===== src/rtl/lsf_input_sequencer_pkg.sv =====
// Shared widths, hit-entry layout and FSM encoding for the LSF input sequencer.
package lsf_input_sequencer_pkg;

    localparam int HEG2SFHIT_LEN = 24;
    localparam int HEG2SFSLC_LEN = 32;

    typedef struct packed {
        logic                     last;
        logic                     is_marker;
        logic [HEG2SFHIT_LEN-1:0] hit;
    } lsf_hit_entry_t;

    typedef enum logic {
        IDLE = 1'b0,
        HITS = 1'b1
    } lsf_state_e;

    // Saturating add of a small increment to a 16-bit drop counter.
    function automatic logic [15:0] sat_add16(input logic [15:0] val, input logic [1:0] inc);
        logic [16:0] sum;
        sum = {1'b0, val} + {15'd0, inc};
        return sum[16] ? 16'hFFFF : sum[15:0];
    endfunction

endpackage


===== src/rtl/lsf_input_sequencer_if.sv =====
// Engine-side port of the sequencer: framed ROI/hit stream out, ready back in.
interface lsf_input_sequencer_if
    import lsf_input_sequencer_pkg::*;
#(
    parameter int HIT_W = HEG2SFHIT_LEN,
    parameter int ROI_W = HEG2SFSLC_LEN,
    parameter int CH_W  = 2
);
    logic [ROI_W-1:0] o_roi;
    logic             o_roi_vld;
    logic [HIT_W-1:0] o_hit;
    logic             o_hit_vld;
    logic             o_eof;
    logic [CH_W-1:0]  o_ch;
    logic             i_engine_ready;

    modport master (
        output o_roi, o_roi_vld, o_hit, o_hit_vld, o_eof, o_ch,
        input  i_engine_ready
    );

    modport slave (
        input  o_roi, o_roi_vld, o_hit, o_hit_vld, o_eof, o_ch,
        output i_engine_ready
    );
endinterface


===== src/rtl/lsf_input_sequencer_fifo.sv =====
// Single-clock first-word-fall-through FIFO; writes while full are ignored.
module lsf_sync_fifo #(
    parameter int WIDTH = 8,
    parameter int DEPTH = 4
) (
    input  logic                       clock,
    input  logic                       reset,
    input  logic                       wr_en_i,
    input  logic [WIDTH-1:0]           wr_data_i,
    input  logic                       rd_en_i,
    output logic [WIDTH-1:0]           rd_data_o,
    output logic [$clog2(DEPTH+1)-1:0] count_o,
    output logic                       full_o,
    output logic                       empty_o
);
    localparam int AW = (DEPTH > 1) ? $clog2(DEPTH) : 1;
    localparam int CW = $clog2(DEPTH+1);

    logic [WIDTH-1:0] mem_q [DEPTH];
    logic [AW-1:0]    wrPtr_q;
    logic [AW-1:0]    rdPtr_q;
    logic [CW-1:0]    count_q;
    logic             doWrite;
    logic             doRead;

    assign full_o    = (count_q == CW'(DEPTH));
    assign empty_o   = (count_q == '0);
    assign doWrite   = wr_en_i && !full_o;
    assign doRead    = rd_en_i && !empty_o;
    assign rd_data_o = mem_q[rdPtr_q];
    assign count_o   = count_q;

    // Pointers and occupancy; power-of-two depth lets the pointers wrap freely.
    always_ff @(posedge clock) begin
        if (reset) begin
            wrPtr_q <= '0;
            rdPtr_q <= '0;
            count_q <= '0;
        end else begin
            if (doWrite) wrPtr_q <= wrPtr_q + 1'b1;
            if (doRead)  rdPtr_q <= rdPtr_q + 1'b1;
            case ({doWrite, doRead})
                2'b10:   count_q <= count_q + 1'b1;
                2'b01:   count_q <= count_q - 1'b1;
                default: count_q <= count_q;
            endcase
        end
    end

    // Storage array; contents need no reset since occupancy gates visibility.
    always_ff @(posedge clock) begin
        if (doWrite) mem_q[wrPtr_q] <= wr_data_i;
    end
endmodule


===== src/rtl/lsf_input_sequencer.sv =====
// Multi-channel input stage: per-channel hit/ROI FIFOs, event framing and a
// round-robin event arbiter feeding one Legendre engine port.
module lsf_input_sequencer
    import lsf_input_sequencer_pkg::*;
#(
    parameter int NCH       = 4,
    parameter int HIT_W     = HEG2SFHIT_LEN,
    parameter int ROI_W     = HEG2SFSLC_LEN,
    parameter int HIT_DEPTH = 32,
    parameter int ROI_DEPTH = 4,
    parameter int AF_MARGIN = 4,
    parameter int MAX_HITS  = 16
) (
    input  logic                       clock,
    input  logic                       reset,
    input  logic [NCH-1:0][HIT_W-1:0]  mdt_hit,
    input  logic [NCH-1:0]             mdt_hit_we,
    input  logic [NCH-1:0][ROI_W-1:0]  roi,
    input  logic [NCH-1:0]             roi_we,
    input  logic [NCH-1:0]             i_eof,
    output logic [NCH-1:0]             o_hit_af,
    output logic [NCH-1:0][15:0]       o_hit_drop_cnt,
    output logic [NCH-1:0][15:0]       o_roi_drop_cnt,
    lsf_input_sequencer_if.master      eng
);
    localparam int CH_W = (NCH > 1) ? $clog2(NCH) : 1;
    localparam int HCW  = $clog2(HIT_DEPTH+1);
    localparam int RCW  = $clog2(ROI_DEPTH+1);
    localparam int NCW  = $clog2(MAX_HITS+1);

    typedef struct packed {
        logic             last;
        logic             is_marker;
        logic [HIT_W-1:0] hit;
    } entry_t;

    entry_t           hitHead [NCH];
    logic [ROI_W-1:0] roiHead [NCH];
    logic [NCH-1:0]   hitEmpty;
    logic [NCH-1:0]   eligible;
    entry_t           head;

    lsf_state_e       state_q,  state_d;
    logic [CH_W-1:0]  ch_q,     ch_d;
    logic [CH_W-1:0]  rr_q,     rr_d;
    logic [NCW-1:0]   nHits_q,  nHits_d;
    logic [ROI_W-1:0] roiOut_q, roiOut_d;
    logic [HIT_W-1:0] hitOut_q, hitOut_d;
    logic             roiVld_q, roiVld_d;
    logic             hitVld_q, hitVld_d;
    logic             eofOut_q, eofOut_d;
    logic             startEvt;
    logic             hitsPop;
    logic             truncDrop;
    logic             anyElig;
    logic [CH_W-1:0]  pick;

    for (genvar c = 0; c < NCH; c++) begin : g_ch
        entry_t         hitWrData;
        logic           hitWrEn;
        logic           hitWrDrop;
        logic           hitTermWr;
        logic           hitRoom;
        logic           hitFull;
        logic           roiFull;
        logic           roiEmpty;
        logic           evtDec;
        logic [1:0]     hitDropInc;
        logic [HCW-1:0] hitCount;
        logic [RCW-1:0] roiCount;
        logic [HCW-1:0] evtCnt_q;
        logic [15:0]    hitDrop_q;
        logic [15:0]    roiDrop_q;

        lsf_sync_fifo #(.WIDTH($bits(entry_t)), .DEPTH(HIT_DEPTH)) u_hit_fifo (
            .clock     (clock),
            .reset     (reset),
            .wr_en_i   (hitWrEn),
            .wr_data_i (hitWrData),
            .rd_en_i   (hitsPop && (ch_q == CH_W'(c))),
            .rd_data_o (hitHead[c]),
            .count_o   (hitCount),
            .full_o    (hitFull),
            .empty_o   (hitEmpty[c])
        );

        lsf_sync_fifo #(.WIDTH(ROI_W), .DEPTH(ROI_DEPTH)) u_roi_fifo (
            .clock     (clock),
            .reset     (reset),
            .wr_en_i   (roi_we[c]),
            .wr_data_i (roi[c]),
            .rd_en_i   (startEvt && (pick == CH_W'(c)) && !roiEmpty),
            .rd_data_o (roiHead[c]),
            .count_o   (roiCount),
            .full_o    (roiFull),
            .empty_o   (roiEmpty)
        );

        // One slot stays reserved for the terminator, so plain hits need two free.
        assign hitRoom     = (hitCount < HCW'(HIT_DEPTH-1));
        assign hitTermWr   = hitWrEn && !hitFull && (hitWrData.last || hitWrData.is_marker);
        assign evtDec      = startEvt && (pick == CH_W'(c));
        assign eligible[c] = (evtCnt_q != '0) && (roiCount != '0);
        assign hitDropInc  = {1'b0, hitWrDrop} + {1'b0, truncDrop && (ch_q == CH_W'(c))};

        assign o_hit_af[c]       = (hitCount >= HCW'(HIT_DEPTH-AF_MARGIN));
        assign o_hit_drop_cnt[c] = hitDrop_q;
        assign o_roi_drop_cnt[c] = roiDrop_q;

        // Turn hit/eof strobes into a single FIFO entry; a hit with eof folds into a last hit.
        always_comb begin
            hitWrEn   = 1'b0;
            hitWrDrop = 1'b0;
            hitWrData = '0;
            if (mdt_hit_we[c] && i_eof[c]) begin
                hitWrEn = 1'b1;
                if (hitRoom) begin
                    hitWrData.last = 1'b1;
                    hitWrData.hit  = mdt_hit[c];
                end else begin
                    hitWrData.is_marker = 1'b1;
                    hitWrDrop           = 1'b1;
                end
            end else if (mdt_hit_we[c]) begin
                hitWrEn       = hitRoom;
                hitWrDrop     = !hitRoom;
                hitWrData.hit = mdt_hit[c];
            end else if (i_eof[c]) begin
                hitWrEn             = 1'b1;
                hitWrData.is_marker = 1'b1;
            end
        end

        // Complete events stored per channel, plus saturating drop counters.
        always_ff @(posedge clock) begin
            if (reset) begin
                evtCnt_q  <= '0;
                hitDrop_q <= '0;
                roiDrop_q <= '0;
            end else begin
                case ({hitTermWr, evtDec})
                    2'b10:   evtCnt_q <= evtCnt_q + 1'b1;
                    2'b01:   evtCnt_q <= evtCnt_q - 1'b1;
                    default: evtCnt_q <= evtCnt_q;
                endcase
                hitDrop_q <= sat_add16(hitDrop_q, hitDropInc);
                roiDrop_q <= sat_add16(roiDrop_q, {1'b0, roi_we[c] && roiFull});
            end
        end
    end

    assign head = hitHead[ch_q];

    // Round-robin search starting just after the channel served last.
    always_comb begin
        logic [CH_W-1:0] idx;
        idx     = '0;
        pick    = rr_q;
        anyElig = 1'b0;
        for (int k = 1; k <= NCH; k++) begin
            idx = CH_W'((int'(rr_q) + k) % NCH);
            if (!anyElig && eligible[idx]) begin
                anyElig = 1'b1;
                pick    = idx;
            end
        end
    end

    // Event FSM: start an event in IDLE, then drain one entry per cycle in HITS.
    always_comb begin
        state_d   = state_q;
        ch_d      = ch_q;
        rr_d      = rr_q;
        nHits_d   = nHits_q;
        roiOut_d  = '0;
        roiVld_d  = 1'b0;
        hitOut_d  = '0;
        hitVld_d  = 1'b0;
        eofOut_d  = 1'b0;
        startEvt  = 1'b0;
        hitsPop   = 1'b0;
        truncDrop = 1'b0;
        case (state_q)
            IDLE: begin
                if (eng.i_engine_ready && anyElig) begin
                    startEvt = 1'b1;
                    roiOut_d = roiHead[pick];
                    roiVld_d = 1'b1;
                    ch_d     = pick;
                    rr_d     = pick;
                    nHits_d  = '0;
                    state_d  = HITS;
                end
            end
            HITS: begin
                if (!hitEmpty[ch_q]) begin
                    hitsPop = 1'b1;
                    if (head.is_marker) begin
                        eofOut_d = 1'b1;
                        state_d  = IDLE;
                    end else begin
                        if (nHits_q < NCW'(MAX_HITS)) begin
                            hitOut_d = head.hit;
                            hitVld_d = 1'b1;
                            nHits_d  = nHits_q + 1'b1;
                        end else begin
                            truncDrop = 1'b1;
                        end
                        if (head.last) begin
                            eofOut_d = 1'b1;
                            state_d  = IDLE;
                        end
                    end
                end
            end
            default: state_d = IDLE;
        endcase
    end

    // State and output registers; pointer resets to the last channel so channel 0 goes first.
    always_ff @(posedge clock) begin
        if (reset) begin
            state_q  <= IDLE;
            ch_q     <= '0;
            rr_q     <= CH_W'(NCH-1);
            nHits_q  <= '0;
            roiOut_q <= '0;
            roiVld_q <= 1'b0;
            hitOut_q <= '0;
            hitVld_q <= 1'b0;
            eofOut_q <= 1'b0;
        end else begin
            state_q  <= state_d;
            ch_q     <= ch_d;
            rr_q     <= rr_d;
            nHits_q  <= nHits_d;
            roiOut_q <= roiOut_d;
            roiVld_q <= roiVld_d;
            hitOut_q <= hitOut_d;
            hitVld_q <= hitVld_d;
            eofOut_q <= eofOut_d;
        end
    end

    assign eng.o_roi     = roiOut_q;
    assign eng.o_roi_vld = roiVld_q;
    assign eng.o_hit     = hitOut_q;
    assign eng.o_hit_vld = hitVld_q;
    assign eng.o_eof     = eofOut_q;
    assign eng.o_ch      = ch_q;
endmodule


===== src/flat_wrapper.sv =====
// flat-port wrapper written by rule: the top's interface ports become plain ports
module lsf_input_sequencer_flat import lsf_input_sequencer_pkg::*;
#(
    parameter int NCH       = 4,
    parameter int HIT_W     = HEG2SFHIT_LEN,
    parameter int ROI_W     = HEG2SFSLC_LEN,
    parameter int HIT_DEPTH = 32,
    parameter int ROI_DEPTH = 4,
    parameter int AF_MARGIN = 4,
    parameter int MAX_HITS  = 16
)
  (clock, reset, mdt_hit, mdt_hit_we, roi, roi_we, i_eof, o_hit_af, o_hit_drop_cnt, o_roi_drop_cnt, eng_o_roi, eng_o_roi_vld, eng_o_hit, eng_o_hit_vld, eng_o_eof, eng_o_ch, eng_i_engine_ready);
  lsf_input_sequencer_if #(.HIT_W(HIT_W), .ROI_W(ROI_W), .CH_W(2)) eng_i ();
  input  logic clock;
  input  logic reset;
  input  logic [NCH-1:0][HIT_W-1:0] mdt_hit;
  input  logic [NCH-1:0] mdt_hit_we;
  input  logic [NCH-1:0][ROI_W-1:0] roi;
  input  logic [NCH-1:0] roi_we;
  input  logic [NCH-1:0] i_eof;
  output logic [NCH-1:0] o_hit_af;
  output logic [NCH-1:0][15:0] o_hit_drop_cnt;
  output logic [NCH-1:0][15:0] o_roi_drop_cnt;
  output wire logic [$bits(eng_i.o_roi)-1:0] eng_o_roi;
  output wire logic [$bits(eng_i.o_roi_vld)-1:0] eng_o_roi_vld;
  output wire logic [$bits(eng_i.o_hit)-1:0] eng_o_hit;
  output wire logic [$bits(eng_i.o_hit_vld)-1:0] eng_o_hit_vld;
  output wire logic [$bits(eng_i.o_eof)-1:0] eng_o_eof;
  output wire logic [$bits(eng_i.o_ch)-1:0] eng_o_ch;
  input wire logic [$bits(eng_i.i_engine_ready)-1:0] eng_i_engine_ready;
  assign eng_o_roi = eng_i.o_roi;
  assign eng_o_roi_vld = eng_i.o_roi_vld;
  assign eng_o_hit = eng_i.o_hit;
  assign eng_o_hit_vld = eng_i.o_hit_vld;
  assign eng_o_eof = eng_i.o_eof;
  assign eng_o_ch = eng_i.o_ch;
  assign eng_i.i_engine_ready = eng_i_engine_ready;
  lsf_input_sequencer #(.NCH(NCH), .HIT_W(HIT_W), .ROI_W(ROI_W), .HIT_DEPTH(HIT_DEPTH), .ROI_DEPTH(ROI_DEPTH), .AF_MARGIN(AF_MARGIN), .MAX_HITS(MAX_HITS)) u_core (.clock(clock), .reset(reset), .mdt_hit(mdt_hit), .mdt_hit_we(mdt_hit_we), .roi(roi), .roi_we(roi_we), .i_eof(i_eof), .o_hit_af(o_hit_af), .o_hit_drop_cnt(o_hit_drop_cnt), .o_roi_drop_cnt(o_roi_drop_cnt), .eng(eng_i));
endmodule

===== config.mk =====
export PLATFORM = sky130hd
export DESIGN_NAME = lsf_input_sequencer_flat
export DESIGN_NICKNAME = d
export VERILOG_FILES = /design/src/rtl/lsf_input_sequencer_pkg.sv /design/src/rtl/lsf_input_sequencer_if.sv /design/src/rtl/lsf_input_sequencer_fifo.sv /design/src/rtl/lsf_input_sequencer.sv /design/src/flat_wrapper.sv
export SDC_FILE = /design/constraint.sdc
export NUM_CORES = 2
export LEC_CHECK = 0
export CAP_MARGIN = 20
export CORE_ASPECT_RATIO = 0.5
export CORE_UTILIZATION = 45
export DETAILED_ROUTE_END_ITERATION = 10
export GPL_TIMING_DRIVEN = 1
export PLACE_DENSITY = 0.7
export SYNTH_ARGS = -nofsm -noshare
export SYNTH_HDL_FRONTEND = slang
export SYNTH_HIERARCHICAL = 1
export SYNTH_SLANG_ARGS = --single-unit

===== constraint.sdc =====
create_clock -name clock -period 5.1 [get_ports clock]
set_input_delay 1.02 -clock clock [delete_from_list [all_inputs] [get_ports clock]]
set_output_delay 1.02 -clock clock [all_outputs]
set_load 0.005 [all_outputs]

# After elaboration in Yosys (flattened, before gate mapping)

Memory sizes are Yosys's and may differ from the RTL's. A register that Yosys moved wholly into a read port is not among the register bits.
Cells that the tools add are included.
W data, S select, Z words.

Memories kept: 8
RAM bits: 3,840
Bits of input ports: 239
Register bits after elaboration: 313

Mux-type cells: 144
Magnitude comparators: 16
Equality and inequality tests: 42
Add/subtract/negate cells: 57
Reduce and logical (&&, ||, !) cells: 115
Bitwise gates (word level): 5

Memories:

| name                            | depth | width | rd ports | clocked after Yosys merged registers in | write ports | line                           | source |
|---|---|---|---|---|---|---|---|
| u_core.g_ch[0].u_hit_fifo.mem_q | 32    | 26    | 1        | 1                                       | 1           | lsf_input_sequencer_fifo.sv:19 | `logic [WIDTH-1:0] mem_q [DEPTH];` |
| u_core.g_ch[1].u_hit_fifo.mem_q | 32    | 26    | 1        | 1                                       | 1           | lsf_input_sequencer_fifo.sv:19 |  |
| u_core.g_ch[2].u_hit_fifo.mem_q | 32    | 26    | 1        | 1                                       | 1           | lsf_input_sequencer_fifo.sv:19 |  |
| u_core.g_ch[3].u_hit_fifo.mem_q | 32    | 26    | 1        | 1                                       | 1           | lsf_input_sequencer_fifo.sv:19 |  |
| u_core.g_ch[0].u_roi_fifo.mem_q | 4     | 32    | 1        | 1                                       | 1           | lsf_input_sequencer_fifo.sv:19 |  |
| u_core.g_ch[1].u_roi_fifo.mem_q | 4     | 32    | 1        | 1                                       | 1           | lsf_input_sequencer_fifo.sv:19 |  |
| +2 memories                     | -     | -     | -        | -                                       | -           | -                              |  |

Operator list:

| cell                  | count |
|---|---|
| $mux W24              | 8 |
| $mux W16              | 8 |
| $mux W25              | 4 |
| $pmux W6 S2           | 8 |
| $mux W1               | 75 |
| $add A16 B1 Y17       | 4 |
| $add A16 B2 Y17       | 4 |
| $bmux W32 S2          | 1 |
| $mux W32              | 2 |
| $mux W5               | 12 |
| $bmux W26 S2          | 1 |
| $logic_and A1 B1 Y1   | 52 |
| $mux W26              | 2 |
| $add A6 B1 Y6 const B | 8 |
| $sub A6 B1 Y6 const B | 8 |
| $add A5 B1 Y5 const B | 9 |
| $eq A2 B2 Y1 const B  | 16 |
| $eq A2 B1 Y1 const B  | 14 |
| $eq A6 B6 Y1 const B  | 4 |
| $ge A6 B5 Y1 const B  | 4 |
| $logic_not A6 Y1      | 4 |
| $lt A6 B5 Y1 const B  | 4 |
| $mux W2               | 12 |
| $pmux W3 S2           | 4 |
| 28 further kinds      | 111 |

# Longest topological paths before layout

Depth in word-level cells: 22
Depth in mapped cells: 20
Gate-level depth less buffers: 15

# By module

Netlist, hierarchy kept.

Modules (own cells, without submodules):

| module                                         | area each (um2) | cells each | seq. area each (um2) | instances |
|---|---|---|---|---|
| lsf_sync_fifo at u_core.g_ch[0].u_hit_fifo ... | 32,751.4        | 1,641      | 25,404.4             | 2 |
| lsf_sync_fifo at u_core.g_ch[3].u_hit_fifo     | 32,788.9        | 1,651      | 25,404.4             | 1 |
| lsf_sync_fifo at u_core.g_ch[1].u_hit_fifo     | 32,762.7        | 1,642      | 25,404.4             | 1 |
| lsf_sync_fifo at u_core.g_ch[0].u_roi_fifo ... | 5,143.7         | 221        | 4,023.9              | 4 |
| lsf_input_sequencer                            | 11,835.1        | 1,307      | 4,424.2              | 1 |

# Worst setup path before layout

No wires, ideal clock.

Kind: flip-flop to flip-flop
Start: register with a tool-made name
End: register u_core.g_ch[0].hitDrop_q[13]
Cell stages (with the launch flop): 21
Setup slack: 0.765 ns
Arrival: 4.250 ns
Required time: 5.014 ns
Path through: dfxtp_1 buf_2 buf_2 nor2b_1 clkbuf_1 clkbuf_1 a22oi_1 nand3_1 nand4_1 mux4_2 or3b_1 nor3_1 fa_1 ha_1 inv_1 nor3_1 and2_1 buf_2 nand2_1 and4_1 a211oi_1

RTL lines:

| what                 | line                       | source |
|---|---|---|
| end signal, assigned | lsf_input_sequencer.sv:146 | `hitDrop_q <= sat_add16(hitDrop_q, hitDropInc);` |
| end, declared        | lsf_input_sequencer.sv:72  | `logic [15:0] hitDrop_q;` |

==> results.md <==
- Outcome: complete, no violations
- Synthesized flop and latch total: 4181
- Highest Clock Rate: 207 MHz
- All-Layer GR Usage: 0.219
- Yosys top cell by area: edfxtp_1
- Most common cell after layout, fill and taps aside: edfxtp_1
- Setup TNS Final: 0 ns
- IR drop worst, VDD: 0.000364 V
- Placed Cells incl. Taps: 13800
- Sequential cell area: 0.122 mm2
- Leakage power: 57.4 nW
- Fill cell count: 28200
- Area Growth Syn to Fin: 14.5%
- Reg2reg setup slack: 0.27 ns
- Core box area: 0.361 mm2
- IO Count: 432
- Antenna viol nets, final: 0
- Worst-skew pair later-pin latency: 0.96 ns
- Max incr delay on CP: 0.69 ns
- Num rows: 156
- Chip Height: 428 um
- Crit path max-delay family: simple AND/OR/NAND/NOR gates
- Post-synthesis cell area: 0.163 mm2
- Tmin final: 4.83 ns
- Global-route wire length before repair: 592000 um
- Starting density of the core: 0.452
- DR vias/cell: 5.99
- Total grt overflow: 0
- Rel. slew slack: 0.222
- Worst-case clock buffer depth: 4
- Area of the multi-input gates: 0.0396 mm2
- Share of post-route cells with drive strength above 1: 0.172
- Setup slack at placement: 0.0766 ns
- Post-Syn Instances: 8766
- Post-synth net total: 9102
- Clock Pin Slew Worst Setup and Hold Paths: 0.06 ns
- Hpwl dp: 241000 um
- Initial antenna violation count: 56
- Root Buffer: clkbuf_16
- Final Hold Viols: 0
- Crit-path max FO: 13
- Crit Path Class: reg2reg
- Sum of buffers and inverters on the critical path: 1
- Yosys warnings: 6
- Sequential cell area fraction in the yosys report: 0.747
- Cts bufs inserted: 366
- Tot Pwr: 71.2 mW
- Placer Congestion: 0.832
- Largest net degree at the start of global routing: 126
- Min setup slack post-route: 0.272 ns
- Final period util: 0.947
- Critical path destination: u_core/g_ch[1].hitDrop_q[0]
- Iteration count of the initial detailed-routing pass: 7
- DR vias: 87200
- Pwr/cell area: 380 mW/mm2
- Dominant synthesized flop cell: edfxtp_1
- RSZ-0062 raised after global routing: no
- Finished Layout Cells: 14600
- Number of global-route vias before repair: 84500
- Clock sink count: 4181
- Nets@finish: 9739
- DRC: 0
- Largest cells by area after synthesis: edfxtp_1, mux4_2, mux2i_1
- Worst Skew: 0.0881 ns
- Avg WL per Cell: 28.5 um
- Hold path depth: 2
- Initial DRC count: 10100
- CTS tree: done
- H-tree Lvls: 5
- Required time worst endpoint: 5.92 ns
- Startpoint type of the worst setup path: flop
- Slowest CP cell: mux4_2
- WP depth: 13
- Average cell area after synthesis: 18.6 um2
- Worst Setup End Kind: flop
- Max-cap violation count: 0
- Die ar.: 0.366 mm2
- Worst R2R End: u_core/g_ch[1].hitDrop_q[0]
- WP data arrival: 5.65 ns
- Final wirelength: 414000 um
- Setup-failing EPs final: 0
- Async SR Flop Fraction: 0
- Max-slew violations: 0
- Worst Tran Pin Value: 1.16 ns
- Most frequent cells in the layout: edfxtp_1, mux2i_1, a22oi_1
- WHS: 0.498 ns
- Post-synth EDFFs: 3840
- Share of the synthesized area in the top cell type: 0.705
- HP Class: reg2reg
- Yosys cell types: 84
- IO Port Bufs: 431
- Crit-path cells: mux4_2 -> a22oi_1 -> nand4_1 -> mux4_2 -> or3b_1 -> nor3b_1 -> fa_1 -> ha_1 -> nand2_1 -> nor3_1 -> nand4_1 -> buf_4 -> a21oi_1
- Die width: 854 um
- Worst r2r path cells: 13
-- cell usage after synthesis (109+ instances only) --
| cell type | count |
|---|---|
| buf_2 | 176 |
| clkbuf_1 | 252 |
| a22oi_1 | 628 |
| a21oi_1 | 179 |
| edfxtp_1 | 3840 |
| nand3_1 | 280 |
| and2_1 | 124 |
| mux4_2 | 563 |
| nor2_1 | 314 |
| nand4_1 | 141 |
| mux2i_1 | 918 |
| dfxtp_1 | 341 |
| inv_1 | 109 |
-- through the flow --
step,area [um2],utilization
final,187000,0.518
after detailed placement,175000,0.485
after CTS,187000,0.517
after floorplan,163000,-
after global placement,175000,0.485
after global routing,187000,0.518
-- cells by family (layout without fill, tap and decap cells) --
group | count (synthesis) | after routing | share of synthesized area
xor+xnor | 158 | 158 | 0.00847
compound gates | 983 | 983 | 0.0427
flops | 4181 | 4181 | 0.747
mux | 1498 | 1498 | 0.136
simple gates | 1246 | 1246 | 0.0405
fa+ha+maj | 97 | 97 | 0.00798
buf+inv | 603 | 1538 | 0.0175
other cells | 0 | 33 | 0
-- layer usage --
layer,routed length (um),track usage,vias to the layer above
met5,55,0,-
met4,16300,0.0830,12
met1,166000,0.308,45700
met2,194000,0.345,3962
li1,-,-,36800
met3,37700,0.0405,740
-- registers in the layout (all words and copies together), names as in the netlist, 24 cells and up, named ones only --
signal / flops
u_core/g_ch.roiDrop_q: 64
u_core/g_ch.u_hit_fifo/count_o: 24
u_core/g_ch.hitDrop_q: 64
u_core/g_ch.u_roi_fifo/mem_q: 512
u_core/eng.o_roi: 32
u_core/eng.o_hit: 24
u_core/g_ch.u_hit_fifo/mem_q: 3328
u_core/g_ch.evtCnt_q: 24
-- tightest hold or removal path, delay by kind of cell, from the launching register on --
| family | cells | cell delay [ns] |
|---|---|---|
| flip-flops | 1 | 0.30 |
| AO/OA/AOI/OAI | 2 | 0.14 |
-- report_power, final --
part / internal, mW / switching [mW] / leakage, nW
Sequential: 38.2 / 0.362 / 38.0
Combinational: 1.96 / 3.52 / 13.8
Clock: 14.6 / 12.5 / 5.58
-- what timing repair did --
item                       4_1_cts  5_1_grt
gates resized for setup          0        1
setup endpoints to repair        0       21
hold endpoints to repair         0        0
hold buffers                     0        0
setup buffers                    0        1
-- worst min path at each step --
stage	from	slack, ns	end
5_1_grt	u_core/g_ch[3].u_roi_fifo/rdPtr_q[1]	0.52	u_core/g_ch[3].u_roi_fifo/rdPtr_q[1]
3_3_place_gp	u_core/g_ch[2].u_roi_fifo/rdPtr_q[1]	0.47	flop
6_report	u_core/g_ch[3].u_roi_fifo/rdPtr_q[1]	0.50	u_core/g_ch[3].u_roi_fifo/rdPtr_q[1]
3_5_place_dp	u_core/g_ch[2].u_roi_fifo/rdPtr_q[1]	0.49	flop
4_1_cts	u_core/g_ch[3].u_roi_fifo/rdPtr_q[1]	0.50	flop
2_1_floorplan	u_core/g_ch[0].u_roi_fifo/rdPtr_q[1]	0.46	flop
-- area by class of cell --
cell class,count,area share
clock inverter,219,0.0100
timing repair buffer,761,0.0395
multi-input combinational,3982,0.212
clock buffer,447,0.0513
sequential,4181,0.653
inverter,111,0.00224
tap,4819,0.0322
antenna,33,0.000441
No activity file was read; power rests on OpenSTA's default activity.
